[src/rtl/norm_shift.sv]
// Two-stage left normalizer for the MAF path: moves the leading one to bit 31
// and rebases the exponent, clamping at exponent 0 to form a denormal.
module norm_shift #(
    parameter int WIDTH = 32,
    parameter int POS_W = 5,
    parameter int EXP_W = 8
) (
    input  logic             clk,
    input  logic             rst_n,
    input  logic             in_valid,
    output logic             in_ready,
    input  logic [WIDTH-1:0] in_data,
    input  logic [POS_W-1:0] in_pos,
    input  logic             in_pos_v,
    input  logic [EXP_W-1:0] in_exp,
    output logic             out_valid,
    input  logic             out_ready,
    output logic [WIDTH-1:0] out_data,
    output logic [EXP_W-1:0] out_exp,
    output logic             out_zero,
    output logic             out_denorm
);

    typedef struct packed {
        logic [WIDTH-1:0] data;
        logic [2:0]       fine;
        logic [EXP_W-1:0] exp;
        logic             zero;
        logic             denorm;
    } s1_t;

    s1_t              s1_d, s1_q;
    logic             s1_valid;
    logic             s2_adv;
    logic             in_xfer;
    logic [POS_W-1:0] shift;

    assign s2_adv   = !out_valid || out_ready;
    assign in_ready = !s1_valid || s2_adv;
    assign in_xfer  = in_valid && in_ready;

    // Shift amount is the lzc, unless that would drive the exponent below 0.
    always_comb begin
        shift       = '0;
        s1_d        = '0;
        s1_d.zero   = 1'b1;
        if (in_pos_v) begin
            s1_d.zero = 1'b0;
            if (in_exp >= EXP_W'(in_pos)) begin
                shift    = in_pos;
                s1_d.exp = in_exp - EXP_W'(in_pos);
            end else begin
                shift       = in_exp[POS_W-1:0];
                s1_d.denorm = 1'b1;
            end
            s1_d.data = in_data << {shift[4:3], 3'b000};
            s1_d.fine = shift[2:0];
        end
    end

    always_ff @(posedge clk or negedge rst_n) begin
        if (!rst_n) begin
            s1_valid <= 1'b0;
            s1_q     <= '0;
        end else if (in_xfer) begin
            s1_valid <= 1'b1;
            s1_q     <= s1_d;
        end else if (s2_adv) begin
            s1_valid <= 1'b0;
        end
    end

    // Output registers only move when downstream can take a beat, so they hold under stall.
    always_ff @(posedge clk or negedge rst_n) begin
        if (!rst_n) begin
            out_valid  <= 1'b0;
            out_data   <= '0;
            out_exp    <= '0;
            out_zero   <= 1'b0;
            out_denorm <= 1'b0;
        end else if (s2_adv) begin
            out_valid <= s1_valid;
            if (s1_valid) begin
                out_data   <= s1_q.data << s1_q.fine;
                out_exp    <= s1_q.exp;
                out_zero   <= s1_q.zero;
                out_denorm <= s1_q.denorm;
            end
        end
    end

endmodule

[config.mk]
export PLATFORM = sky130hd
export DESIGN_NAME = norm_shift
export DESIGN_NICKNAME = d
export VERILOG_FILES = /design/src/rtl/norm_shift.sv
export SDC_FILE = /design/constraint.sdc
export NUM_CORES = 1
export LEC_CHECK = 0
export ABC_AREA = 1
export BUFFER_PORTS_ARGS = -buffer_cell sky130_fd_sc_hd__buf_2
export CAP_MARGIN = 40
export CELL_PAD_IN_SITES_DETAIL_PLACEMENT = 0
export CELL_PAD_IN_SITES_GLOBAL_PLACEMENT = 1
export CORE_MARGIN = 10
export CORE_UTILIZATION = 44
export CTS_CLUSTER_DIAMETER = 40
export DETAILED_ROUTE_END_ITERATION = 8
export GPL_ROUTABILITY_DRIVEN = 0
export MAX_ROUTING_LAYER = met4
export PLACE_DENSITY = 0.94
export SETUP_SLACK_MARGIN = 0.15
export SLEW_MARGIN = 15
export SYNTH_ARGS = -nofsm -noshare
export SYNTH_HDL_FRONTEND = slang
export SYNTH_SLANG_ARGS = --single-unit
export TNS_END_PERCENT = 5
[constraint.sdc]
create_clock -name clk -period 4.6 [get_ports clk]
set_input_delay 0.92 -clock clk [delete_from_list [all_inputs] [get_ports clk]]
set_output_delay 0.92 -clock clk [all_outputs]
set_load 0.1 [all_outputs]
======== After elaboration in Yosys (flattened, before gate mapping) ========
Index checks and enable logic that the tools add are counted.
W data, S select, Z words.
cells by class
  add/subtract/negate cells ............... 1
  order comparisons ....................... 1
  shifts and indexed selects .............. 2
  muxes and demuxes ....................... 7
  reduce and logical (&&, ||, !) cells .... 7
operator list
  operator             count
  $mux W45             1
  $shl A32 B3 Y32      1
  $shl A32 B5 Y32      1
  $mux W5              2
  $ge A8 B5 Y1         1
  $mux W8              1
  $sub A8 B5 Y8        1
  $mux W1              3
  $logic_not A1 Y1     2
  $logic_or A1 B1 Y1   2
  $reduce_and A2 Y1    1
  $reduce_bool A2 Y1   1
  $logic_and A1 B1 Y1  1
storage, ports and cells
  flip-flop bits (word level) ............. 89
  input bits .............................. 50
  word-level logic and storage cells ...... 29

======== Longest topological paths before layout ========
  word-level depth ........................ 5
  mapped depth ............................ 15
  gate-level depth less buffers ........... 14

======== Worst setup path after synthesis ========
No wires, ideal clock.
  path type ............................... reg2reg
  from .................................... reg out_valid
  to ...................................... reg s1_q[9] (netlist bit)
  arrival time ............................ 2.824 ns
  required time ........................... 4.477 ns
  path slack .............................. 1.653 ns
  stages on the path, launching flop included .. 11
  path buffers ............................ 1
  cell sequence ........................... dfrtp_1 -> nand3_2 -> nand2_1 -> inv_2 -> nand2_1 -> buf_2 -> inv_1 -> nand2_1 -> a21oi_1 -> o21ai_0 -> nand2_1
between the ends
  longest elaborated chain between the ends .. 4
ends and longest elaborated chain
  item                      RTL line  text
  start: declaration        16        output logic out_valid,
  start signal: assignment  82        out_valid <= s1_valid;
  $logic_not A1 Y1          38        assign s2_adv = !out_valid || out_ready;
  $logic_or A1 B1 Y1        38
  $logic_or A1 B1 Y1        39        assign in_ready = !s1_valid || s2_adv;
  named net in_ready        11        output logic in_ready,
  $logic_and A1 B1 Y1       40        assign in_xfer = in_valid && in_ready;
  end signal: assignment    64        s1_q <= '0;
  end signal: assignment    67        s1_q <= s1_d;
  end: declaration          32        s1_t s1_d, s1_q;
The timed path passes the listed nets, and every way through them passes these cells.
A chain may end at the register's enable or synchronous reset.

======== Final worst setup path ========
  from .................................... in out_ready
  to ...................................... reg s1_q[9] (netlist bit)
between the ends
  longest elaborated chain between the ends .. 3
ends and longest elaborated chain
  item                 RTL line  text
  start: declaration   17        input logic out_ready,
  $logic_or A1 B1 Y1   38
  $logic_or A1 B1 Y1   39
  $logic_and A1 B1 Y1  40
No other way between the ends.

==> summary.md <==
| Metric | Value |
|---|---|
| Top cells by area, synth | dfrtp_1, nand2_1, nand3_1 |
| Clock Sinks | 89 |
| Syn Inst Count | 637 |
| Final setup viols | 0 |
| First-pass GRT wire length | 22.2 mm |
| Sequential fraction of the synthesis area | 45.0% |
| Post-synth EDFFs | 0 |
| Fill cell count | 1048 |
| 1st-iter DRT viols | 459 |
| CTS Buf Count | 9 |
| Slew Limit Fails | 0 |
| Async S/R FF share, synth | 100% |
| Mapped Avg Cell Area | 7.78 µm² |
| Worst EP arrival | 3.53 ns |
| Unrepaired setup endpoints after global routing | false |
| Routed vias/inst | 5.38 |
| Hold Path Origin | out_exp[3] |
| DIE WIDTH | 126 µm |
| GRT overflow | 0 |
| Critical Path Source Type | primary input |
| HP Class | flop to flop |
| GR Util All Layers | 17.2% |
| DR DRC count | 0 |
| Final worst setup slack | 1.34 ns |
| HPWL after DPL | 10.4 mm |
| Area leader, netlist | dfrtp_1 |
| Cts hold-fix bufs | 0 |
| Slew margin rel. | 38.8% |
| Setup crit end kind | flop |
| Dpl cells | 841 |
| Leading cell types in the layout, fill and taps excluded | nand2_1, buf_2, dfrtp_1 |
| Final #Nets | 768 |
| Switch Pwr | 0.00167 W |
| Crit share post-route | 70.8% |
| Area of the core | 10900 µm² |
| Largest net degree at the start of global routing | 62 |
| Post-Layout Cell Count | 857 |
| Pwr Density | 586 nW/µm² |
| Register area | 2230 µm² |
| Clock Tree Root | clkbuf_16 |
| Syn nets | 693 |
| Switching part of the total | 48.6% |
| H-tree Lvls | 3 |
| Top-area cell type share of the netlist area | 45.0% |
| Fin crit period | 3.26 ns |
| Peak supply drop | 0.547 mV |
| Synth unique cells | 32 |
| Critical path origin | out_ready |
| Max Freq | 0.307 GHz |
| Post-Route Setup TNS | 0 ns |
| Layout cells sized above 1 | 19.0% |
| Die height | 126 µm |
| Clock Path Buffers | 2 |
| Combinational power share | 45.6% |
| Main flop type after synthesis | dfrtp_1 |
| Vias in the first global route | 4501 |
| Multi-input gate area | 2370 µm² |
| Total Power | 0.00342 W |
| Most common cell after layout, fill and taps aside | nand2_1 |
| Crit Path Max Fanout | 26 |
| Pre-Repair DR Iteration Count | 5 |
| CTS tree | built |
| Reg2reg start | out_valid |
| Internal power | 0.00176 W |
| I/O Buffers | 93 |
| Initial antenna violation count | 0 |
| Cells resized by post-CTS repair | 0 |
| Final Skew | 0.00404 ns |
| Number of vias in the routed layout | 4610 |
| P_leak | 2.94 nW |
| Die area | 15900 µm² |
| Pre-CTS setup slack | 0.994 ns |
| Avg WL per Cell | 15.8 µm |
| Area Overhead vs Synth | 17.9% |
| Insertion delay to the later sink of the worst-skew pair | 0.33 ns |
| Status | finished, final reports clean |
| Site row count | 38 |
| Clock slew at reported path FFs | 0.06 ns |
| Num ports | 94 |
| Post-CTS setup repair buffer count | 0 |
| Ant. Diodes | 0 |
| Post-route ant nets | 0 |
| CP Class | primary input to flop |
| Slew @ Worst Pin | 0.917 ns |
| Total Routed Length | 13.6 mm |
| Final hold vios | 0 |
| Starting Density | 45.3% |
| Clock network power share | 24.3% |
| FF+latch count, synth | 89 |
| Yosys warning count | 0 |
| Sequential share of power | 30.2% |
| Max-Cap Viols | 0 |
| WP data required | 4.87 ns |
| Synthesized cell area | 4950 µm² |
[cell usage after synthesis, types with 4 or more instances]
master,instances
buf_1,4
nor2_1,8
xor2_1,5
clkbuf_1,18
o22ai_1,14
mux2i_1,8
o221ai_1,27
o21ai_0,52
inv_1,47
a21oi_1,13
dfrtp_1,89
ha_1,5
buf_2,8
o211ai_1,5
o21ai_1,8
inv_2,6
nand3_1,63
nand2_1,232
[through the flow]
| step | util [%] | area, µm² | hold WS, ns |
|---|---|---|---|
| 6_report | 53.4 | 5840 | 0.481 |
| 3_5_place_dp | 50.2 | 5490 | 0.469 |
| 4_1_cts | 53.4 | 5840 | 0.485 |
| 5_1_grt | 53.4 | 5840 | 0.510 |
| 2_1_floorplan | - | 4950 | 0.445 |
| 3_3_place_gp | 50.0 | 5470 | 0.464 |
[layout make-up]
type / count / area share (%)
sequential: 89 / 38.1
tap: 140 / 3.00
multi-input combinational: 462 / 40.7
timing repair buffer: 97 / 8.87
inverter: 53 / 3.41
clock buffer: 11 / 4.16
clock inverter: 5 / 1.76
[sequential cells by signal, indices dropped and copies added (netlist names)]
signal and count:
out_data 32, out_denorm 1, out_exp 8, out_valid 1, out_zero 1, s1_q 45, s1_valid 1
[worst max-delay path, stage by stage]
cell and delay, ns:
buf_2 0.07, inv_1 0.05, nand3_2 0.07, nand2_1 0.44, inv_2 0.56, nand2_1 0.36
inv_1 0.36, nand2_1 0.31, a21oi_1 0.19, o21ai_0 0.11, nand2_1 0.07
[final timing paths]
path                          endpoint  slack [ns]  cells past startpoint
max                            s1_q[9]        1.34                     11
min                         out_exp[3]        0.48                      2
max reg2reg                    s1_q[9]        1.62                      9
min reg2reg                 out_exp[3]        0.48                      2
max in group asynchronous     s1_q[32]        3.48                      2
min in group asynchronous  out_data[1]        0.51                      1
[cell families after synthesis]
group	synth area share (%)
adder cells (fa/ha/maj)	1.67
XOR/XNOR	0.884
buffers and inverters	7.10
AND/OR/NAND/NOR	28.2
flip-flops	45.0
AO/OA/AOI/OAI	15.3
multiplexers	1.84
[layer usage]
metal | vias up | global-route usage (%) | wire (µm)
li1 | 2280 | - | -
met1 | 2112 | 24.1 | 6730
met2 | 198 | 23.8 | 5650
met3 | 20 | 4.28 | 935
met4 | 0 | 5.29 | 245
met5 | - | - | 0
[power groups by stage]
stage               clock [W]  sequential [W]  combinational, W
floorplan                   0         0.00189          0.000415
global placement            0         0.00104           0.00154
detailed placement          0         0.00105           0.00156
CTS                  0.000841         0.00103           0.00157
global route         0.000874         0.00105           0.00165
finish               0.000831         0.00103           0.00156
(Power assumes the default switching activity.)
